**src/rtl/hilo_muldiv.sv**
```systemverilog
// HI/LO write-side mul/div unit: 1-cycle MULT/MULTU, 32-step restoring DIV/DIVU.
// Latency: multiply result in cycle 1; divide in cycle 33 (cycle 1 on early exit when MULDIV_EARLY_EXIT_EN is defined).
// Backpressure: stall_o holds the pipeline while a divide runs; start is only sampled in IDLE.
module hilo_muldiv #(
    parameter int DIV_CYCLES = 32
) (
    input  logic        clk,
    input  logic        rst,
    input  logic        flush,
    input  logic        start,
    input  logic [1:0]  op,
    input  logic [31:0] src_a,
    input  logic [31:0] src_b,
    output logic        stall_o,
    output logic        hilo_we,
    output logic [63:0] hilo_o
);

    typedef enum logic [1:0] {IDLE, MUL_DONE, DIV_RUN, DIV_DONE} state_t;

    localparam logic [4:0] LAST_STEP = 5'(DIV_CYCLES - 1);

    state_t      state;
    logic [4:0]  cnt;
    logic [31:0] quo;
    logic [31:0] rem;
    logic [31:0] dvs;
    logic        neg_q;
    logic        neg_r;
    logic        dz;
    logic [63:0] res;
    logic [63:0] hilo_last;

    logic        accept;
    logic        is_signed;
    logic        neg_a;
    logic        neg_b;
    logic [31:0] mag_a;
    logic [31:0] mag_b;
    logic [63:0] ext_a;
    logic [63:0] ext_b;
    logic [63:0] prod;
    logic        early;

    logic [31:0] rem_sh;
    logic        ge;
    logic [31:0] rem_nxt;
    logic [31:0] quo_nxt;
    logic [31:0] q_fix;
    logic [31:0] r_fix;

    assign accept    = (state == IDLE) && start && !flush;
    assign is_signed = ~op[0];

    // Sign-extending both operands to 64 bits lets one unsigned multiplier serve MULT and MULTU.
    assign ext_a = {{32{is_signed & src_a[31]}}, src_a};
    assign ext_b = {{32{is_signed & src_b[31]}}, src_b};
    assign prod  = ext_a * ext_b;

    assign neg_a = is_signed & src_a[31];
    assign neg_b = is_signed & src_b[31];
    assign mag_a = neg_a ? -src_a : src_a;
    assign mag_b = neg_b ? -src_b : src_b;

`ifdef MULDIV_EARLY_EXIT_EN
    assign early = (src_b == 32'h0) || (mag_a < mag_b);
`else
    assign early = 1'b0;
`endif

    // One restoring step; the shifted-out remainder MSB forces a subtract since the true value exceeds dvs.
    assign rem_sh  = {rem[30:0], quo[31]};
    assign ge      = rem[31] || (rem_sh >= dvs);
    assign rem_nxt = ge ? (rem_sh - dvs) : rem_sh;
    assign quo_nxt = {quo[30:0], ge};
    assign q_fix   = neg_q ? -quo_nxt : quo_nxt;
    assign r_fix   = neg_r ? -rem_nxt : rem_nxt;

    assign stall_o = (state == DIV_RUN) || ((state == IDLE) && start && op[1] && !flush);
    assign hilo_we = ((state == MUL_DONE) || (state == DIV_DONE)) && !flush && !rst;
    assign hilo_o  = hilo_we ? res : hilo_last;

    always_ff @(posedge clk) begin
        if (rst) begin
            state     <= IDLE;
            cnt       <= 5'd0;
            hilo_last <= 64'h0;
        end else begin
            if (hilo_we) begin
                hilo_last <= res;
            end
            case (state)
                IDLE: begin
                    if (accept) begin
                        if (!op[1]) begin
                            res   <= prod;
                            state <= MUL_DONE;
                        end else begin
                            quo   <= mag_a;
                            rem   <= 32'h0;
                            dvs   <= mag_b;
                            neg_q <= neg_a ^ neg_b;
                            neg_r <= neg_a;
                            dz    <= (src_b == 32'h0);
                            cnt   <= 5'd0;
                            if (src_b == 32'h0) begin
                                res <= {src_a, 32'hFFFF_FFFF};
                            end else if (early) begin
                                res <= {src_a, 32'h0};
                            end
                            state <= early ? DIV_DONE : DIV_RUN;
                        end
                    end
                end
                DIV_RUN: begin
                    if (flush) begin
                        state <= IDLE;
                    end else begin
                        quo <= quo_nxt;
                        rem <= rem_nxt;
                        cnt <= cnt + 5'd1;
                        if (cnt == LAST_STEP) begin
                            state <= DIV_DONE;
                            if (!dz) begin
                                res <= {r_fix, q_fix};
                            end
                        end
                    end
                end
                MUL_DONE, DIV_DONE: state <= IDLE;
                default: state <= IDLE;
            endcase
        end
    end

endmodule

```
**config.mk**
```make
export PLATFORM = sky130hd
export DESIGN_NAME = hilo_muldiv
export DESIGN_NICKNAME = d
export VERILOG_FILES = /design/src/rtl/hilo_muldiv.sv
export SDC_FILE = /design/constraint.sdc
export NUM_CORES = 2
export LEC_CHECK = 0
export BUFFER_PORTS_ARGS = -buffer_cell sky130_fd_sc_hd__buf_2
export CAP_MARGIN = 20
export CELL_PAD_IN_SITES_DETAIL_PLACEMENT = 1
export CELL_PAD_IN_SITES_GLOBAL_PLACEMENT = 1
export CORE_ASPECT_RATIO = 0.75
export CORE_UTILIZATION = 45
export CTS_BUF_LIST = sky130_fd_sc_hd__clkbuf_4
export DETAILED_ROUTE_END_ITERATION = 8
export PLACE_DENSITY = 0.75
export SLEW_MARGIN = 20
export SYNTH_ARGS = -nofsm -noshare
export SYNTH_HDL_FRONTEND = slang
export SYNTH_SLANG_ARGS = --single-unit
```
**constraint.sdc**
```tcl
create_clock -name clk -period 9.5 [get_ports clk]
set_input_delay 0.475 -clock clk [delete_from_list [all_inputs] [get_ports clk]]
set_output_delay 0.475 -clock clk [all_outputs]
set_load 0.01 [all_outputs]
```
-- Word level (Yosys, flattened, before mapping)
Index checks and enable logic that the tools add are counted.
W data, S select, Z words.
- register bits after elaboration: 234
- input port bits: 70
- output and inout bits: 66
- word-level logic and storage cells: 84
- add/sub/neg operators: 6
- multiply operators: 1
- order comparisons: 1
- eq/ne operators: 11
- multiplexer cells: 30
- bitwise logic cells: 5
- reductions and logical operators: 20
- operators with widths (operator ; count):
    $mux W64 ; 7
    $mux W32 ; 11
    $neg A32 Y32 ; 4
    $pmux W32 S2 ; 2
    $pmux W64 S2 ; 1
    $mul A33 B33 Y64 ; 1
    $ge A32 B32 Y1 ; 1
    $logic_not A32 Y1 ; 1
    $sub A32 B32 Y32 ; 1
    $mux W5 ; 3
    $pmux W5 S2 ; 1
    $mux W2 ; 4
    $ne A2 B2 Y1 const B ; 4
    $reduce_and A4 Y1 ; 2
    $reduce_and A7 Y1 ; 1
    $logic_and A1 B1 Y1 ; 6
    $ne A3 B2 Y1 const B ; 2
    $pmux W2 S3 ; 1
    $add A5 B1 Y5 const B ; 1
    $eq A5 B5 Y1 const B ; 1
    $reduce_and A5 Y1 ; 1
    $eq A2 B2 Y1 const B ; 2
    $logic_or A1 B1 Y1 ; 3
    $and A1 B1 Y1 ; 2
    other kinds (9) ; 11

-- Depth between registers and ports, before layout
- depth in word-level cells: 9
- mapped depth: 36
- mapped depth without buffers: 31

-- Worst setup path after synthesis
No wires, ideal clock.
- path kind: input -> register
- start: in src_a[31]
- end: reg res[63], data pin
- setup time: 0.267 ns
- data arrival time: 9.199 ns
- required time: 9.233 ns
- slack: 0.034 ns
- cell stages on the path: 35
- cell sequence: clkbuf_1 nand2b_1 clkbuf_1 clkinv_1 clkbuf_1 buf_1 nand2_1 inv_1 fa_1 inv_1 fa_1 inv_1 fa_1 fa_1 inv_1 fa_1 inv_1 fa_1 inv_1 fa_1 fa_1 inv_1 ha_1 clkbuf_1 and4_1 a221oi_1 o31ai_1 a211oi_1 o31ai_1 a41o_1 o41a_1 a221oi_1 xnor2_1 nor2_1 o22ai_1
- word-level cells in the longest chain between the ends: 5
- elaborated cells on any way between the ends: 6
- RTL lines (what ; RTL line ; text):
    from (decl) ; 12 ; input logic [31:0] src_a,
    $and A1 B1 Y1 ; n/a ;
    named net neg_a ; 36 ; logic neg_a;
    $mul A33 B33 Y64 ; 58 ; assign prod = ext_a * ext_b;
    $mux W64 ; 95 ; if (!op[1]) begin
    $mux W64 ; 94 ; if (accept) begin
    $pmux W64 S2 ; 92 ; case (state)
    to (signal assigned) ; 96 ; res <= prod;
    to (signal assigned) ; 107 ; res <= {src_a, 32'hFFFF_FFFF};
    to (signal assigned) ; 109 ; res <= {src_a, 32'h0};
    to (decl) ; 31 ; logic [63:0] res;
The timed path passes the listed nets, and every way through them passes these cells. The select of a mux whose other input is x is not followed.
A chain may end at the register's enable or synchronous reset.

-- Worst setup path in the final report
- start: in op[0]
- end: reg res[63], data pin
- word-level cells in the longest chain between the ends: 6
- elaborated cells on any way between the ends: 7
- RTL lines (what ; RTL line ; text):
    from (decl) ; 11 ; input logic [1:0] op,
    $not A1 Y1 * ; 53 ; assign is_signed = ~op[0];
    $and A1 B1 Y1, on equally long branches ; 56, 57 ;
    $mul A33 B33 Y64 * ; 58 ;
    $mux W64 * ; 95 ;
    $mux W64 * ; 94 ;
    $pmux W64 S2 * ; 92 ;
Every way passes the cells marked *; elsewhere a longest branch is shown, timed or not. The select of a mux whose other input is x is not followed.

==> results.txt <==
----------------------------------------------------
[Yosys]
  Sequential-to-total area share from yosys stat ... 12.1%
  Warnings, synthesis ... 0
  Ys flop type ... edfxtp_1
  Net Count, Synth ... 7159
  Biggest area consumer among synthesized cells ... fa_1
  Instance count of the mapped netlist ... 5713
  Most used standard cell by instance count after synthesis ... inv_1
  Mean post-synth cell area ... 9.15 µm²
  Proportion of synthesized flip-flops having asynchronous set or reset ... 0%
  Number of synthesized flops with an enable pin ... 163
  Area share of the leading cell type in the synthesized netlist ... 43.1%
  Cells taking the most area after synthesis ... fa_1, edfxtp_1, inv_1
  Flop and latch count out of synthesis ... 234
  Most frequent cells after synthesis ... inv_1, fa_1, nand2_1
  Number of library cell types mapped by synthesis ... 80
  Total standard cell area after synthesis ... 52300 µm²

[Floorplan]
  I/O pin count ... 136
  Core Box Area ... 114000 µm²
  Vertical die dimension ... 297 µm
  Starting utilization of the core area ... 45.7%
  Die width ... 396 µm
  Count of standard-cell rows ... 107
  Area enclosed by the die boundary ... 118000 µm²

[Critical path]
  Launch instance of the worst register-to-register path ... rem[13]
  Dominant cell type by count on the critical path ... fa_1
  Startpoint kind of the worst setup timing path ... primary input
  Crit-path max FO ... 21
  Crit path arrival time ... 9.37 ns
  Slowest cell on the critical path ... fa_1
  Worst path required time ... 10.01 ns
  R2R Path End ... res[62]
  Setup slack of the most critical reg-to-reg path ... 3.19 ns
  Critical Path Max Stage Delay ... 0.83 ns
  Setup crit end kind ... register
  Critical Setup Path Class ... primary input to register
  Register-to-Register Path Depth ... 18

[Place]
  Port bufs ... 135
  Placed wire-length estimate after detailed placement ... 143000 µm
  Number of cells in the design after placement ... 7170
  Placed Area ... 54800 µm²
  GP Congestion ... 0.949

[STA]
  Accumulated negative setup slack ... 0 ns
  Slew at the pin closest to its max-slew limit ... 1.03 ns
  Setup repair after global routing missed its margin ... false
  Final critical-path required period ... 8.86 ns
  Max Fclk ... 113 MHz
  Number of setup violations in the final report ... 0
  Pins over their slew limit ... 0
  Number of hold violations in the final report ... 0
  Setup clock skew after layout ... 0.122 ns
  Final Cycle Share ... 93.2%
  Relative slew slack ... 29.7%

[Final layout]
  Finished Layout Cells ... 7270
  Final core utilization ... 48.5%
  Design Area, Final ... 55500 µm²
  Post-synthesis to final-layout area growth ... 6.09%
  Number of inserted filler cells in the final layout ... 13400
  Number of nets in the final layout ... 7144
  Share of final-layout standard cells stronger than drive strength 1 ... 8.24%

[GRT]
  Initial antenna violation count ... 17
  Aggregate global routing overflow ... 0
  Vias in the first global route ... 45100
  Most congested layer reported by global routing ... met2
  Met2 layer usage reported by global route ... 50.1%
  Routing usage on met3 ... 5.37%
  Global-route wire length before repair ... 273000 µm
  Global Route Usage Sum ... 30.6%
  Pin count of the biggest net entering global routing ... 95
  Met1 Track Usage GR ... 41.0%

[Routing]
  Wire length per cell ... 24.1 µm
  Length of the first detailed-routing pass in iterations ... 6
  DRC Markers ... 0
  Count of routing violations after the opening detailed-route iteration ... 2957
  Via count ... 40300
  Via-per-instance ratio ... 5.54
  Total detailed-routing wirelength ... 175000 µm
  Antenna Violating Nets Remaining ... 0

[Hold path]
  Worst min-delay path endpoint ... cnt[4]
  Cell count of the worst hold path ... 3
  Class of the worst hold path ... primary input to register
  Beginning of the worst hold path ... flush

[Clocking]
  Inserted Clock Buffers ... 51
  H-tree Lvls ... 2
  Clock tree sinks ... 234
  Setup bufs post-CTS ... 0
  Root Driver ... clkbuf_4
  Maximum buffer depth of the clock tree ... 3
  # resized after CTS ... 0
  Clk Latency, worst-skew pair ... 0.86 ns
  Post-CTS Hold Buffers ... 1
  Clock input transition at the sequential cells of the worst setup and hold paths ... 0.07 ns
  CTS tree ... yes

[Outcome]
  Result of the run ... finished, final reports clean

[Run]
  Max-cap viol count ... 0

----------------------------------------------------
-- state kept, by name, summed over array words and instances, names as in the netlist --
register and cells:
state 2, quo 32, neg_r 1, cnt 5
rem 32, res 64, hilo_last 64, neg_q 1
dvs 32, dz 1
-- through the flow --
step | hold WS, ns | worst slack (ns)
after floorplan | 0.467 | 0.0338
after global placement | 0.482 | 0.0438
after detailed placement | 0.502 | -0.0768
after CTS | 0.134 | 0.713
after global routing | 0.131 | 0.173
final | 0.158 | 0.642
-- placed cells by master (no fill, tap or decap), types with 9 or more instances in the layout --
master | synthesis | final
inv_1 | 1181 | 1181
fa_1 | 1126 | 1125
nand2_1 | 836 | 836
and2_1 | 427 | 427
ha_1 | 250 | 250
nor2_1 | 192 | 190
a21oi_1 | 163 | 163
edfxtp_1 | 163 | 163
buf_4 | 1 | 144
buf_2 | 10 | 135
o21ai_0 | 126 | 126
xnor2_1 | 119 | 119
xor2_1 | 96 | 96
clkbuf_4 | 0 | 81
dfxtp_1 | 71 | 71
mux2_2 | 67 | 67
nor3_1 | 47 | 46
a21o_1 | 38 | 38
a211oi_1 | 32 | 32
nand3_1 | 31 | 31
a22oi_1 | 30 | 30
o31ai_1 | 28 | 28
nand4_1 | 27 | 27
nand2b_1 | 25 | 24
mux2i_1 | 23 | 23
o21a_1 | 21 | 20
nor2b_1 | 22 | 20
a31oi_1 | 20 | 20
nor4_1 | 16 | 16
or4_1 | 15 | 15
or3_1 | 13 | 13
o41ai_1 | 13 | 12
and3_1 | 12 | 12
o21bai_1 | 12 | 12
clkinv_1 | 1 | 9
-- cells by family (layout without fill, tap and decap cells) --
kind of cell	after synthesis	count (layout)	share of synthesized area (%)
AO/OA/AOI/OAI	556	556	6.79
flip-flops	234	234	12.1
XOR/XNOR	215	215	3.60
other	0	7	0
multiplexers	91	91	1.91
adder cells (fa/ha/maj)	1376	1376	49.1
buffers and inverters	1538	1562	11.1
AND/OR/NAND/NOR	1703	1703	15.5
-- how the worst max path moves through the flow --
stage / cells after the start / from / endpoint / slack (ns)
after CTS: 31 / op[0] / res[63] / 0.71
after global routing: 31 / op[0] / res[63] / 0.17
final: 31 / op[0] / res[63] / 0.64
after floorplan: 35 / src_a[31] / res[63] / 0.03
after global placement: 30 / op[0] / res[63] / 0.04
after detailed placement: 31 / op[0] / res[63] / -0.08
-- cell type report --
class,instances,area (µm²),area share [%]
multi-input combinational,3941,40200,72.5
sequential,234,6320,11.4
inverter,1183,4440,8.00
tap,1526,1910,3.44
timing repair buffer,287,1910,3.44
clock buffer,81,608,1.10
clock inverter,11,47.5,0.0857
antenna,7,17.5,0.0316
-- per-layer routing --
metal	vias up	wire, µm
li1	17200	-
met1	21300	72300
met2	1408	82800
met3	287	13200
met4	12	6680
met5	-	69
-- worst max-delay path: cells and delay by family --
| family | cells | cell delay, ns |
|---|---|---|
| AO/OA/AOI/OAI | 9 | 2.18 |
| XOR/XNOR | 1 | 0.10 |
| adder cells (fa/ha/maj) | 9 | 4.72 |
| buffers and inverters | 8 | 1.31 |
| AND/OR/NAND/NOR | 4 | 0.53 |
Power is left out: the tool's default activity adds up to more than one toggle a clock period on the data nets, which glitch-free logic cannot reach.
